`src/rtl/div_16_8_seq.sv`:
```
`default_nettype none
// ============================================================================
//  Module      : div_16_8_seq
//  Description : Sequential signed divider (DW_A-bit dividend / DW_B-bit
//                divisor). It uses radix-2 restoring division over operand
//                magnitudes, producing one quotient bit per clock, and then
//                applies a sign fix-up. The quotient is truncated toward zero,
//                and the remainder takes the sign of the dividend.
//                Valid/ready handshakes are used on both the input and the
//                output side.
//  Ports       : sys_clk, sys_rst_n (async, active-low)
//                in_valid/in_ready   - operand handshake
//                dividend, divisor   - signed operands, sampled on accept
//                out_valid/out_ready - result handshake
//                quotient, remainder - signed results, held until taken
//                div_zero            - result came from a zero divisor
//  Revision    : 1.0 - initial release
// ============================================================================
module div_16_8_seq #(
    parameter int DW_A = 16,
    parameter int DW_B = 8
) (
    input  logic                   sys_clk,
    input  logic                   sys_rst_n,
    input  logic                   in_valid,
    output logic                   in_ready,
    input  logic signed [DW_A-1:0] dividend,
    input  logic signed [DW_B-1:0] divisor,
    output logic                   out_valid,
    input  logic                   out_ready,
    output logic signed [DW_A-1:0] quotient,
    output logic signed [DW_B-1:0] remainder,
    output logic                   div_zero
);

    localparam int                c_CNT_W = $clog2(DW_A + 1);
    localparam logic [c_CNT_W-1:0] c_LAST = c_CNT_W'(DW_A - 1);

    typedef enum logic [1:0] {
        S_IDLE = 2'd0,
        S_CALC = 2'd1,
        S_FIX  = 2'd2,
        S_DONE = 2'd3
    } state_t;

    state_t r_state;
    state_t w_state_nxt;

    // Magnitudes are stored as unsigned values. An unsigned DW_A-bit field
    // holds 2^(DW_A-1), so both |-2^(DW_A-1)| and the quotient magnitude of
    // -2^(DW_A-1) / -1 are represented exactly. Taking the low DW_A bits at
    // the sign fix-up stage gives the wrap-around result.
    logic [DW_A-1:0]    r_dq;       // dividend bits shift out, quotient bits shift in
    logic [DW_B-1:0]    r_dsr;      // |divisor|
    logic [DW_B-1:0]    r_rem;      // partial remainder, always < |divisor|
    logic [c_CNT_W-1:0] r_cnt;
    logic               r_sq;
    logic               r_sr;
    logic               r_dz;
    logic [DW_A-1:0]    r_quot;
    logic [DW_B-1:0]    r_remo;
    logic               r_divz;

    logic [DW_A-1:0]    w_dvd_abs;
    logic [DW_B-1:0]    w_dsr_abs;
    logic [DW_B:0]      w_shift;
    logic               w_ge;
    logic [DW_B-1:0]    w_rem_nxt;
    logic               w_last;

    assign w_dvd_abs = dividend[DW_A-1] ? DW_A'(-dividend) : DW_A'(dividend);
    assign w_dsr_abs = divisor[DW_B-1]  ? DW_B'(-divisor)  : DW_B'(divisor);

    // Restoring step. The partial remainder is shifted left, and the next
    // dividend bit enters at the LSB. This (DW_B+1)-bit value is then compared
    // against |divisor|. Either result is below |divisor|, so it fits in
    // DW_B bits again.
    assign w_shift   = {r_rem, r_dq[DW_A-1]};
    assign w_ge      = (w_shift >= {1'b0, r_dsr});
    assign w_rem_nxt = DW_B'(w_ge ? (w_shift - {1'b0, r_dsr}) : w_shift);
    assign w_last    = (r_cnt == c_LAST);

    // State register
    always_ff @(posedge sys_clk or negedge sys_rst_n) begin
        if (!sys_rst_n) begin
            r_state <= S_IDLE;
        end else begin
            r_state <= w_state_nxt;
        end
    end

    // Next-state and handshake outputs
    always_comb begin
        w_state_nxt = r_state;
        in_ready    = 1'b0;
        out_valid   = 1'b0;
        case (r_state)
            S_IDLE: begin
                in_ready = 1'b1;
                if (in_valid) begin
                    w_state_nxt = S_CALC;
                end
            end
            S_CALC: begin
                if (w_last) begin
                    w_state_nxt = S_FIX;
                end
            end
            S_FIX: begin
                w_state_nxt = S_DONE;
            end
            S_DONE: begin
                out_valid = 1'b1;
                if (out_ready) begin
                    w_state_nxt = S_IDLE;
                end
            end
            default: begin
                w_state_nxt = S_IDLE;
            end
        endcase
    end

    // Datapath
    always_ff @(posedge sys_clk or negedge sys_rst_n) begin
        if (!sys_rst_n) begin
            r_dq   <= '0;
            r_dsr  <= '0;
            r_rem  <= '0;
            r_cnt  <= '0;
            r_sq   <= 1'b0;
            r_sr   <= 1'b0;
            r_dz   <= 1'b0;
            r_quot <= '0;
            r_remo <= '0;
            r_divz <= 1'b0;
        end else begin
            case (r_state)
                S_IDLE: begin
                    if (in_valid) begin
                        r_dq  <= w_dvd_abs;
                        r_dsr <= w_dsr_abs;
                        r_rem <= '0;
                        r_cnt <= '0;
                        r_sq  <= dividend[DW_A-1] ^ divisor[DW_B-1];
                        r_sr  <= dividend[DW_A-1];
                        r_dz  <= (divisor == '0);
                    end
                end
                S_CALC: begin
                    r_dq  <= {r_dq[DW_A-2:0], w_ge};
                    r_rem <= w_rem_nxt;
                    r_cnt <= r_cnt + c_CNT_W'(1);
                end
                S_FIX: begin
                    // A zero divisor still runs the full iteration count, which
                    // keeps latency fixed. Its results are forced afterwards.
                    if (r_dz) begin
                        r_quot <= '1;
                        r_remo <= '0;
                    end else begin
                        r_quot <= r_sq ? (DW_A'(0) - r_dq)  : r_dq;
                        r_remo <= r_sr ? (DW_B'(0) - r_rem) : r_rem;
                    end
                    r_divz <= r_dz;
                end
                default: begin
                end
            endcase
        end
    end

    assign quotient  = r_quot;
    assign remainder = r_remo;
    assign div_zero  = r_divz;

endmodule
`default_nettype wire

```
`config.mk`:
```
export PLATFORM = sky130hd
export DESIGN_NAME = div_16_8_seq
export DESIGN_NICKNAME = d
export VERILOG_FILES = /design/src/rtl/div_16_8_seq.sv
export SDC_FILE = /design/constraint.sdc
export NUM_CORES = 1
export LEC_CHECK = 0
export CAP_MARGIN = 15
export CORE_AREA = 2 2 66 115
export CTS_CLUSTER_SIZE = 8
export DETAILED_ROUTE_END_ITERATION = 8
export DIE_AREA = 0 0 68 117
export PLACE_DENSITY_LB_ADDON = 0.12
export SLEW_MARGIN = 25
export SYNTH_ARGS = -nofsm -noshare
export SYNTH_HDL_FRONTEND = slang
export SYNTH_SLANG_ARGS = --single-unit
```
`constraint.sdc`:
```
create_clock -name sys_clk -period 4.3 [get_ports sys_clk]
set_input_delay 1.075 -clock sys_clk [delete_from_list [all_inputs] [get_ports sys_clk]]
set_output_delay 1.075 -clock sys_clk [all_outputs]
set_load 0.01 [all_outputs]
```
==> results.ini, run 1 <==
[floorplan]
dieArea_um2=7960
coreArea_um2=7080
dieHeight_um=117
initial_utilization_pct=58.0
die_w_um=68
ioPinCount=55
rows=41

[place]
gp_congestion=0.849
post-dp-hpwl_mm=7.65
port_buffers=54

[power_and_ir_drop]
power.density_nw_per_um2=763
p_clk_share_pct=18.1
p_switching_mw=1.59
power_switching_share_pct=42.0
max-vdd-ir-drop_mv=0.400
intPower_mw=2.20
combPwrFrac_pct=50.9
p_leak_nw=2.16
seq_power_share_pct=31.0

[synthesis]
syn_nets=506
syn_inst=459
synthArstFlopShare_pct=100
synth_edf_count=0
avgSynthCellArea_um2=8.94
yosys_most_used_dff=dfrtp_1
synth_seq_cells=67
yosysUniqueCellTypes=52
synthesis.area_um2=4100
yosysWarnings=0
yosysSeqAreaShare_pct=40.9

[worst_setup_path]
arrival_ns=3.15
r2r-end=r_rem[1]
cpLargestDelayFamily=simple AND/OR/NAND/NOR gates
crit_required_ns=4.50
cp_num_buf_inv=1
path_cells=clkdlybuf4s50_1, or4_4, or4_4, o41ai_2, xor2_1, a21oi_1
worst-path-stages=6
cp-end-kind=flop
crit_type=in2reg
crit_top_cell=or4_4
startpoint_type=input port
rr_worst_depth=7
r2r_start=r_rem[5]
r2r_slack_ns=1.77
cp_max_fo=5
cp_slowest_cell=or4_4
cpPeakStageDelay_ns=0.58

[finish]
diodes=0
regArea_um2=1680
fill_cells=577
multi_input_area_um2=2220
post-route-util_pct=70.2
drive_gt1_share_pct=6.10
syn_to_final_growth_pct=21.2
nets=551

[grt]
grt_usage_pct=28.0
grt_max_degree=38
grt_antenna_before_repair=0
grt_pass1_wl_mm=16.3
grt_pass1_vias=3382
overflow=0

[flow_run]
max_cap_violations=0

[min_path]
hold_depth=2
worstHoldEndpoint=r_dsr[2]
min-delay-path-class=reg2reg
hp-start=r_dsr[2]

[clock_network]
clkLatencyLatePin_ns=0.33
ctsHoldBuffers=0
post_cts_buffers=0
cts.sinks=67
cts_buffers=9
path_clk_slew_ns=0.05
tritoncts=yes
cts_max_level=3
clock-root-buffer=clkbuf_16
cts-resized-gates=0
clk_path_buf_depth=2

[drt]
drt_iter0_markers=248
drt-total-wl_mm=10.2
dr_total_vias=3506
ant_nets=0
first_pass_iters=4
wl_per_cell_um=17.2
drc=0
via_per_inst=5.90

[sta]
timing.fmax_mhz=339
rsz0062_at_grt=false
fin_crit_sh_pct=68.7
maxSlewViolCount=0
setup_viol=0
finalSetupTns_ns=0
worst_slew_pin_slew_ns=0.970
max_slew_margin_pct=34.9
post-route-min-period_ns=2.95
clock_skew_ns=0.00539
finalHoldViolCount=0

[outcome]
status=finished clean

## sequential cells by signal, summed over array words and instances, names as in the netlist
signal / cells
quotient: 16
r_dq: 16
r_dsr: 8
r_rem: 8
remainder: 8
r_cnt: 5
r_state: 2
div_zero: 1
r_dz: 1
r_sq: 1
r_sr: 1
## power by group through the flow
stage	logic [mW]	registers [mW]	clock network, mW
after floorplan	1.32	1.13	0
after global placement	1.87	1.17	0
after detailed placement	1.92	1.18	0
after CTS	1.93	1.17	0.693
after global routing	2.16	1.21	0.725
final	1.93	1.18	0.688
## synthesized netlist by cell type, types with 4 or more instances
| master | number | area, µm² |
|---|---|---|
| ha_1 | 18 | 225 |
| o41ai_1 | 7 | 61.3 |
| o22ai_1 | 11 | 68.8 |
| or3_1 | 4 | 25.0 |
| inv_1 | 31 | 116 |
| mux2i_1 | 14 | 140 |
| a21oi_1 | 31 | 155 |
| dfrtp_1 | 67 | 1680 |
| clkbuf_1 | 23 | 86.3 |
| o21ai_0 | 42 | 210 |
| nor2b_1 | 8 | 50.1 |
| a21o_1 | 4 | 30.0 |
| nand3b_1 | 4 | 30.0 |
| nor3_1 | 5 | 25.0 |
| a32oi_1 | 4 | 35.0 |
| o31ai_1 | 9 | 67.6 |
| nand2b_1 | 5 | 31.3 |
| xnor2_1 | 11 | 96.3 |
| nand3_1 | 5 | 25.0 |
| nor2_1 | 38 | 143 |
| a22o_1 | 4 | 35.0 |
| nand2_1 | 42 | 158 |
| xor2_1 | 29 | 254 |
## metrics by stage
step	worst slack [ns]	hold slack [ns]	instances	cell area, µm²	power [mW]
2_1_floorplan	1.58	0.450	459	4100	2.45
3_3_place_gp	1.03	0.468	579	4690	3.03
3_5_place_dp	1.02	0.472	579	4690	3.09
4_1_cts	1.35	0.483	594	4970	3.80
5_1_grt	1.27	0.512	594	4970	4.10
6_report	1.35	0.483	594	4970	3.79
## metal layers
metal,routed length [µm],vias up,global-route usage [%]
met2,5490,104,48.2
met4,499,0,15.9
li1,-,1707,-
met5,0,-,0
met3,456,31,5.26
met1,3760,1664,31.5
## worst max-delay path by stage
stage,start,to
after floorplan,dividend[8],r_dq[14]
after global placement,dividend[6],r_dq[14]
after detailed placement,dividend[6],r_dq[14]
after CTS,dividend[6],r_dq[14]
after global routing,dividend[6],r_dq[14]
final,dividend[6],r_dq[14]
## placed cells by master, fill, tap and decap left out, types with 4 or more instances in the layout
master	count
a21o_1	4
a21oi_1	31
a22o_1	4
a32oi_1	4
buf_4	5
clkbuf_16	9
clkdlybuf4s50_1	53
dfrtp_1	67
ha_1	18
inv_1	31
mux2i_1	14
nand2_1	42
nand2b_1	5
nand3_1	5
nand3b_1	4
nor2_1	38
nor2b_1	7
nor3_1	5
o21ai_0	42
o22ai_1	11
o31ai_1	9
o41ai_1	7
or3_1	4
xnor2_1	11
xor2_1	29
## layout make-up
| type | instances | area share, % |
|---|---|---|
| repair buffers | 59 | 11.5 |
| clock inverters | 1 | 0.151 |
| inverters | 31 | 2.34 |
| well taps | 86 | 2.16 |
| flip-flops and latches | 67 | 33.7 |
| multi-input cells | 336 | 44.6 |
| clock buffers | 14 | 5.51 |
## kinds of logic after synthesis
family / share of synthesized area (%)
XOR/XNOR: 8.54
adder cells (fa/ha/maj): 5.98
flip-flops: 40.9
multiplexers: 4.24
AO/OA/AOI/OAI: 19.7
AND/OR/NAND/NOR: 15.5
buffers and inverters: 5.15
## worst min-delay path, stage by stage, from the launching register on
cell and delay, ns:
dfrtp_1 0.34, nand2_1 0.04, o21ai_0 0.06
(Power assumes the default switching activity.)
==> inputs of run 2 (changes only) <==
--- a/config.mk
+++ b/config.mk
@@ -6,10 +6,10 @@
 export NUM_CORES = 1
 export LEC_CHECK = 0
 export CAP_MARGIN = 15
-export CORE_AREA = 2 2 66 115
+export CORE_AREA = 2 2 68 119
 export CTS_CLUSTER_SIZE = 8
 export DETAILED_ROUTE_END_ITERATION = 8
-export DIE_AREA = 0 0 68 117
+export DIE_AREA = 0 0 70 121
 export PLACE_DENSITY_LB_ADDON = 0.12
 export SLEW_MARGIN = 25
 export SYNTH_ARGS = -nofsm -noshare
==> constraint.sdc (replaced) <==
create_clock -name sys_clk -period 2.9 [get_ports sys_clk]
set_input_delay 0.725 -clock sys_clk [delete_from_list [all_inputs] [get_ports sys_clk]]
set_output_delay 0.725 -clock sys_clk [all_outputs]
set_load 0.01 [all_outputs]
==> run 2 against run 1 <==
Sequential power is 47% higher. Clock-buffer cell count stayed put. First-iteration DRC count is 15% lower. Flip-flop and latch count stayed put. Highest routed layer unchanged.
==> results.ini, run 2 (synthesis results as in run 1) <==
[drt]
drt-total-wl_mm=10.4  ; +1.8%
first_pass_iters=5  ; +1
ant_nets=0  ; unchanged
via_per_inst=5.87  ; -0.62%
drt_iter0_markers=210  ; -15%
drc=0  ; unchanged
wl_per_cell_um=17.0  ; -0.90%
dr_total_vias=3578  ; +2.1%

[place]
gp_congestion=0.991  ; +17%
post-dp-hpwl_mm=7.60  ; -0.62%
port_buffers=54  ; unchanged

[worst_setup_path]
r2r_slack_ns=0.54  ; -1.23 ns
cp-end-kind=flop
startpoint_type=input port
cp_slowest_cell=or4_4
crit_top_cell=or4_4
r2r_start=r_rem[1]
cp_max_fo=3  ; -2
arrival_ns=2.77  ; -0.38 ns
rr_worst_depth=7  ; unchanged
path_cells=clkdlybuf4s50_1, or4_4, or4_4, o41ai_2, xor2_1, a21oi_1
crit_required_ns=3.10  ; -1.40 ns
crit_type=in2reg
cpPeakStageDelay_ns=0.57  ; about the same
r2r-end=r_rem[3]

[clock_network]
cts.sinks=67  ; unchanged
cts_buffers=9  ; unchanged
clock-root-buffer=clkbuf_16
cts-resized-gates=0  ; unchanged
ctsHoldBuffers=0  ; unchanged
cts_max_level=3  ; unchanged
tritoncts=yes
clk_path_buf_depth=2  ; unchanged
clkLatencyLatePin_ns=0.34  ; about the same
path_clk_slew_ns=0.05  ; about the same
post_cts_buffers=0  ; unchanged

[floorplan]
rows=42  ; +2.4%
die_w_um=70  ; +2.9%
initial_utilization_pct=55.0  ; -3.0 points
coreArea_um2=7460  ; +5.4%
ioPinCount=55  ; unchanged
dieArea_um2=8470  ; +6.5%
dieHeight_um=121  ; +3.4%

[min_path]
min-delay-path-class=reg2reg
hold_depth=2  ; unchanged
hp-start=r_dsr[5]
worstHoldEndpoint=r_dsr[5]

[sta]
finalHoldViolCount=0  ; unchanged
timing.fmax_mhz=389
fin_crit_sh_pct=88.7
maxSlewViolCount=0  ; unchanged
rsz0062_at_grt=false
setup_viol=0  ; unchanged
worst_slew_pin_slew_ns=0.880  ; -0.0905 ns
finalSetupTns_ns=0  ; unchanged
max_slew_margin_pct=41.3  ; +6.5 points
post-route-min-period_ns=2.57
clock_skew_ns=0.00760  ; +0.00221 ns

[finish]
fill_cells=661  ; +15%
drive_gt1_share_pct=8.24  ; +2.1 points
post-route-util_pct=68.0  ; -2.2 points
most-common-layout-cells=dfrtp_1 (67), clkdlybuf4s50_1 (53), nand2_1 (42), o21ai_0 (42), nor2_1 (38)
nets=564  ; +2.4%
syn_to_final_growth_pct=23.7
diodes=0  ; unchanged
final_common_cell=dfrtp_1

[grt]
overflow=0  ; unchanged
grt_pass1_wl_mm=16.9  ; +3.2%
grt_pass1_vias=3546  ; +4.8%
grt_max_degree=68  ; +79%
grt_usage_pct=25.6  ; -2.4 points
grt_antenna_before_repair=0  ; unchanged
grt_use_met2_pct=48.5  ; +0.23 points
met3_usage_pct=3.99  ; -1.3 points
grt-busiest-layer=met2
met1_usage_pct=26.5  ; -5.0 points

[power_and_ir_drop]
p_leak_nw=2.23  ; +3.1%
power.density_nw_per_um2=1130  ; +48%
max-vdd-ir-drop_mv=0.612  ; +53%

[flow_run]
max_cap_violations=0  ; unchanged

[outcome]
status=finished clean

-- run 2: changes by cell type in the layout (fill, tap and decap cells not counted), sizes merged --
cell,previous run,this run
buf,6,19
clkinv,0,2
clkinvlp,1,0
-- run 2: routing by layer --
| layer | vias to the layer above | wire [µm] |
|---|---|---|
| li1 | 1728 | - |
| met1 | 1727 | 3900 |
| met2 | 98 | 5760 |
| met3 | 25 | 360 |
| met4 | 0 | 365 |
| met5 | - | 0 |
-- run 2: stage by stage --
stage / power, mW / hold slack [ns] / std cells / instance area, µm² / setup slack [ns]
6_report: 5.74 / 0.484 / 610 / 5070 / 0.328
5_1_grt: 6.19 / 0.517 / 610 / 5070 / 0.284
4_1_cts: 5.76 / 0.489 / 610 / 5070 / 0.330
3_5_place_dp: 4.72 / 0.479 / 594 / 4800 / -0.0143
3_3_place_gp: 4.65 / 0.469 / 594 / 4800 / 0.00643
2_1_floorplan: 3.63 / 0.429 / 459 / 4100 / 0.534
-- run 2: where the power goes --
part	leakage [nW]	switching, mW	internal (mW)
registers	0.827	0.397	1.34
clock network	0.137	0.378	0.622
logic	1.27	1.62	1.38
-- run 2: how the worst max path moves through the flow --
stage | cells past startpoint | endpoint | from | slack (ns)
floorplan | 5 | r_dq[14] | dividend[8] | 0.53
global placement | 6 | r_dq[14] | dividend[8] | 0.006
detailed placement | 6 | r_dq[14] | dividend[8] | -0.01
CTS | 6 | r_dq[14] | dividend[8] | 0.33
global route | 3 | in_ready | r_state[0] | 0.28
finish | 6 | r_dq[14] | dividend[8] | 0.33
-- run 2: critical path, delay by kind of cell --
kind                   cells  cell delay [ns]
AND/OR/NAND/NOR            2             1.01
buffers and inverters      1             0.47
AO/OA/AOI/OAI              2             0.39
XOR/XNOR                   1             0.18
-- run 2: cell type report --
class | count | area [µm²] | share of cell area (%)
Multi-Input combinational cell | 336 | 2210 | 43.6
Clock inverter | 2 | 10.0 | 0.197
Sequential cell | 67 | 1680 | 33.0
Timing Repair Buffer | 72 | 683 | 13.5
Tap cell | 88 | 110 | 2.17
Clock buffer | 14 | 264 | 5.20
Inverter | 31 | 116 | 2.29
==> inputs of run 3 (changes only) <==
--- a/config.mk
+++ b/config.mk
@@ -6,10 +6,10 @@
 export NUM_CORES = 1
 export LEC_CHECK = 0
 export CAP_MARGIN = 15
-export CORE_AREA = 2 2 68 119
+export CORE_AREA = 2 2 106 77
 export CTS_CLUSTER_SIZE = 8
 export DETAILED_ROUTE_END_ITERATION = 8
-export DIE_AREA = 0 0 70 121
+export DIE_AREA = 0 0 108 79
 export PLACE_DENSITY_LB_ADDON = 0.12
 export SLEW_MARGIN = 25
 export SYNTH_ARGS = -nofsm -noshare
==> run 3 against run 2 <==
Worst hold slack got worse by 0.095 ns. Setup slack got worse by 0.040 ns. Clock-buffer cell count down 4. Maximum frequency is 1.5% lower. Register-to-register slack got worse by 0.25 ns. First-iteration DRC count down 24%. Global-route usage shrank 1.8 points. Clock power is 13% lower. Largest power group unchanged.
==> results.ini, run 3 (synthesis results as in run 1) <==
[worst_setup_path]
cpPeakStageDelay_ns=0.59  ; +0.02 ns
cp-endpoint=r_rem[1]
crit_required_ns=3.12  ; +0.02 ns
startpoint_type=flop
r2r_start=r_rem[5]
r2r_slack_ns=0.29  ; -0.25 ns
path_cells=ha_1, a21oi_1, o221ai_1, a21oi_1, buf_4, mux2i_1, o22ai_1
cp-startpoint=r_rem[5]
arrival_ns=2.83  ; +0.06 ns
cp_num_buf_inv=1  ; unchanged
worst-path-stages=7  ; +1
crit_type=reg2reg
cp_max_fo=8  ; +5
rr_worst_depth=7  ; unchanged
r2r-end=r_rem[1]
cp-end-kind=flop
cp_slowest_cell=a21oi_1
cpLargestDelayFamily=compound AO/OA/AOI/OAI gates
crit_top_cell=a21oi_1

[floorplan]
initial_utilization_pct=54.0  ; -1.0 points
rows=27  ; -36%
ioPinCount=55  ; unchanged
die_w_um=108  ; +54%
dieArea_um2=8530  ; +0.73%
dieHeight_um=79  ; -35%
coreArea_um2=7600  ; +1.9%

[place]
gp_congestion=0.882  ; -11%
post-dp-hpwl_mm=7.05  ; -7.3%
dp_cells=606  ; +2.0%
dp_worst_setup_slack_ns=0.0271  ; +0.0414 ns
port_buffers=54  ; unchanged

[sta]
clock_skew_ns=0.00786  ; +0.000259 ns
fin_crit_sh_pct=90.1  ; +1.4 points
finalWorstSetupSlack_ns=0.288  ; -0.0402 ns
rsz0062_at_grt=false
post-route-min-period_ns=2.61  ; +0.0402 ns
finalHoldViolCount=0  ; unchanged
timing.fmax_mhz=383  ; -1.5%
max_slew_margin_pct=51.3  ; +9.9 points
finalSetupTns_ns=0  ; unchanged
worst_slew_pin_slew_ns=0.731  ; -0.149 ns
maxSlewViolCount=0  ; unchanged
setup_viol=0  ; unchanged

[flow_run]
max_cap_violations=0  ; unchanged

[clock_network]
cts-resized-gates=0  ; unchanged
clkLatencyLatePin_ns=0.35  ; about the same
clock-root-buffer=clkbuf_8
tritoncts=yes
path_clk_slew_ns=0.07  ; +0.02 ns
ctsHoldBuffers=0  ; unchanged
cts.sinks=67  ; unchanged
cts_max_level=3  ; unchanged
post_cts_buffers=0  ; unchanged
cts_buffers=9  ; unchanged
clk_path_buf_depth=2  ; unchanged

[finish]
final_common_cell=dfrtp_1
final_cells=622  ; +2.0%
most-common-layout-cells=dfrtp_1 (67), clkdlybuf4s50_1 (53), nand2_1 (42), o21ai_0 (42), nor2_1 (38)
diodes=0  ; unchanged
post-route-util_pct=66.3  ; -1.8 points
fill_cells=666  ; +0.76%
syn_to_final_growth_pct=22.8
drive_gt1_share_pct=8.64  ; +0.40 points
nets=563  ; -0.18%

[power_and_ir_drop]
power.total_mw=5.54  ; -3.4%
max-vdd-ir-drop_mv=0.512  ; -16%
power.density_nw_per_um2=1100  ; -2.7%
p_leak_nw=2.20  ; -1.4%

[drt]
drt-total-wl_mm=9.25  ; -11%
drc=0  ; unchanged
ant_nets=0  ; unchanged
first_pass_iters=4  ; -1
wl_per_cell_um=14.9  ; -13%
dr_total_vias=3472  ; -3.0%
drt_iter0_markers=160  ; -24%
via_per_inst=5.58  ; -4.8%

[grt]
grt_usage_pct=23.8  ; -1.8 points
grt_antenna_before_repair=0  ; unchanged
grt_pass1_wl_mm=15.8  ; -6.3%
overflow=0  ; unchanged
grt_max_degree=68  ; unchanged
grt_pass1_vias=3200  ; -9.8%

[min_path]
min-delay-path-class=in2async

[outcome]
status=finished clean

[run 3: cell count changes in the layout (fill, tap and decap cells not counted), sizes merged]
cell | previous run | this run
buf | 19 | 18
bufinv | 0 | 2
clkbuf | 14 | 10
clkinvlp | 0 | 2
[run 3: stage by stage]
| step | hold WS [ns] | instance area, µm² |
|---|---|---|
| 2_1_floorplan | 0.429 | 4100 |
| 3_3_place_gp | 0.462 | 4810 |
| 3_5_place_dp | 0.477 | 4810 |
| 4_1_cts | 0.394 | 5040 |
| 5_1_grt | 0.396 | 5040 |
| 6_report | 0.389 | 5040 |
[run 3: power by group]
part | internal, mW | switching [mW] | total (mW)
registers | 1.34 | 0.392 | 1.73
logic | 1.35 | 1.59 | 2.94
clock network | 0.507 | 0.367 | 0.874
[run 3: per-layer routing]
metal | routed length [µm] | global-route usage (%)
met1 | 4690 | 37.6
met5 | 0 | 0
met2 | 3770 | 32.5
met3 | 731 | 4.68
met4 | 57 | 7.31
[run 3: layout make-up]
class	instances	area, µm²	share of cell area (%)
multi-input combinational	336	2210	44.0
sequential	67	1680	33.3
timing repair buffer	71	676	13.4
clock buffer	10	138	2.73
tap	101	126	2.51
inverter	31	116	2.31
clock inverter	6	88.8	1.76
[run 3: worst min path at each step]
stage,to,slack (ns),cells after the start
floorplan,div_zero,0.43,0
global placement,r_dsr[2],0.46,2
detailed placement,r_dsr[1],0.48,2
CTS,quotient[15],0.39,2
global route,remainder[4],0.40,2
finish,remainder[4],0.39,2
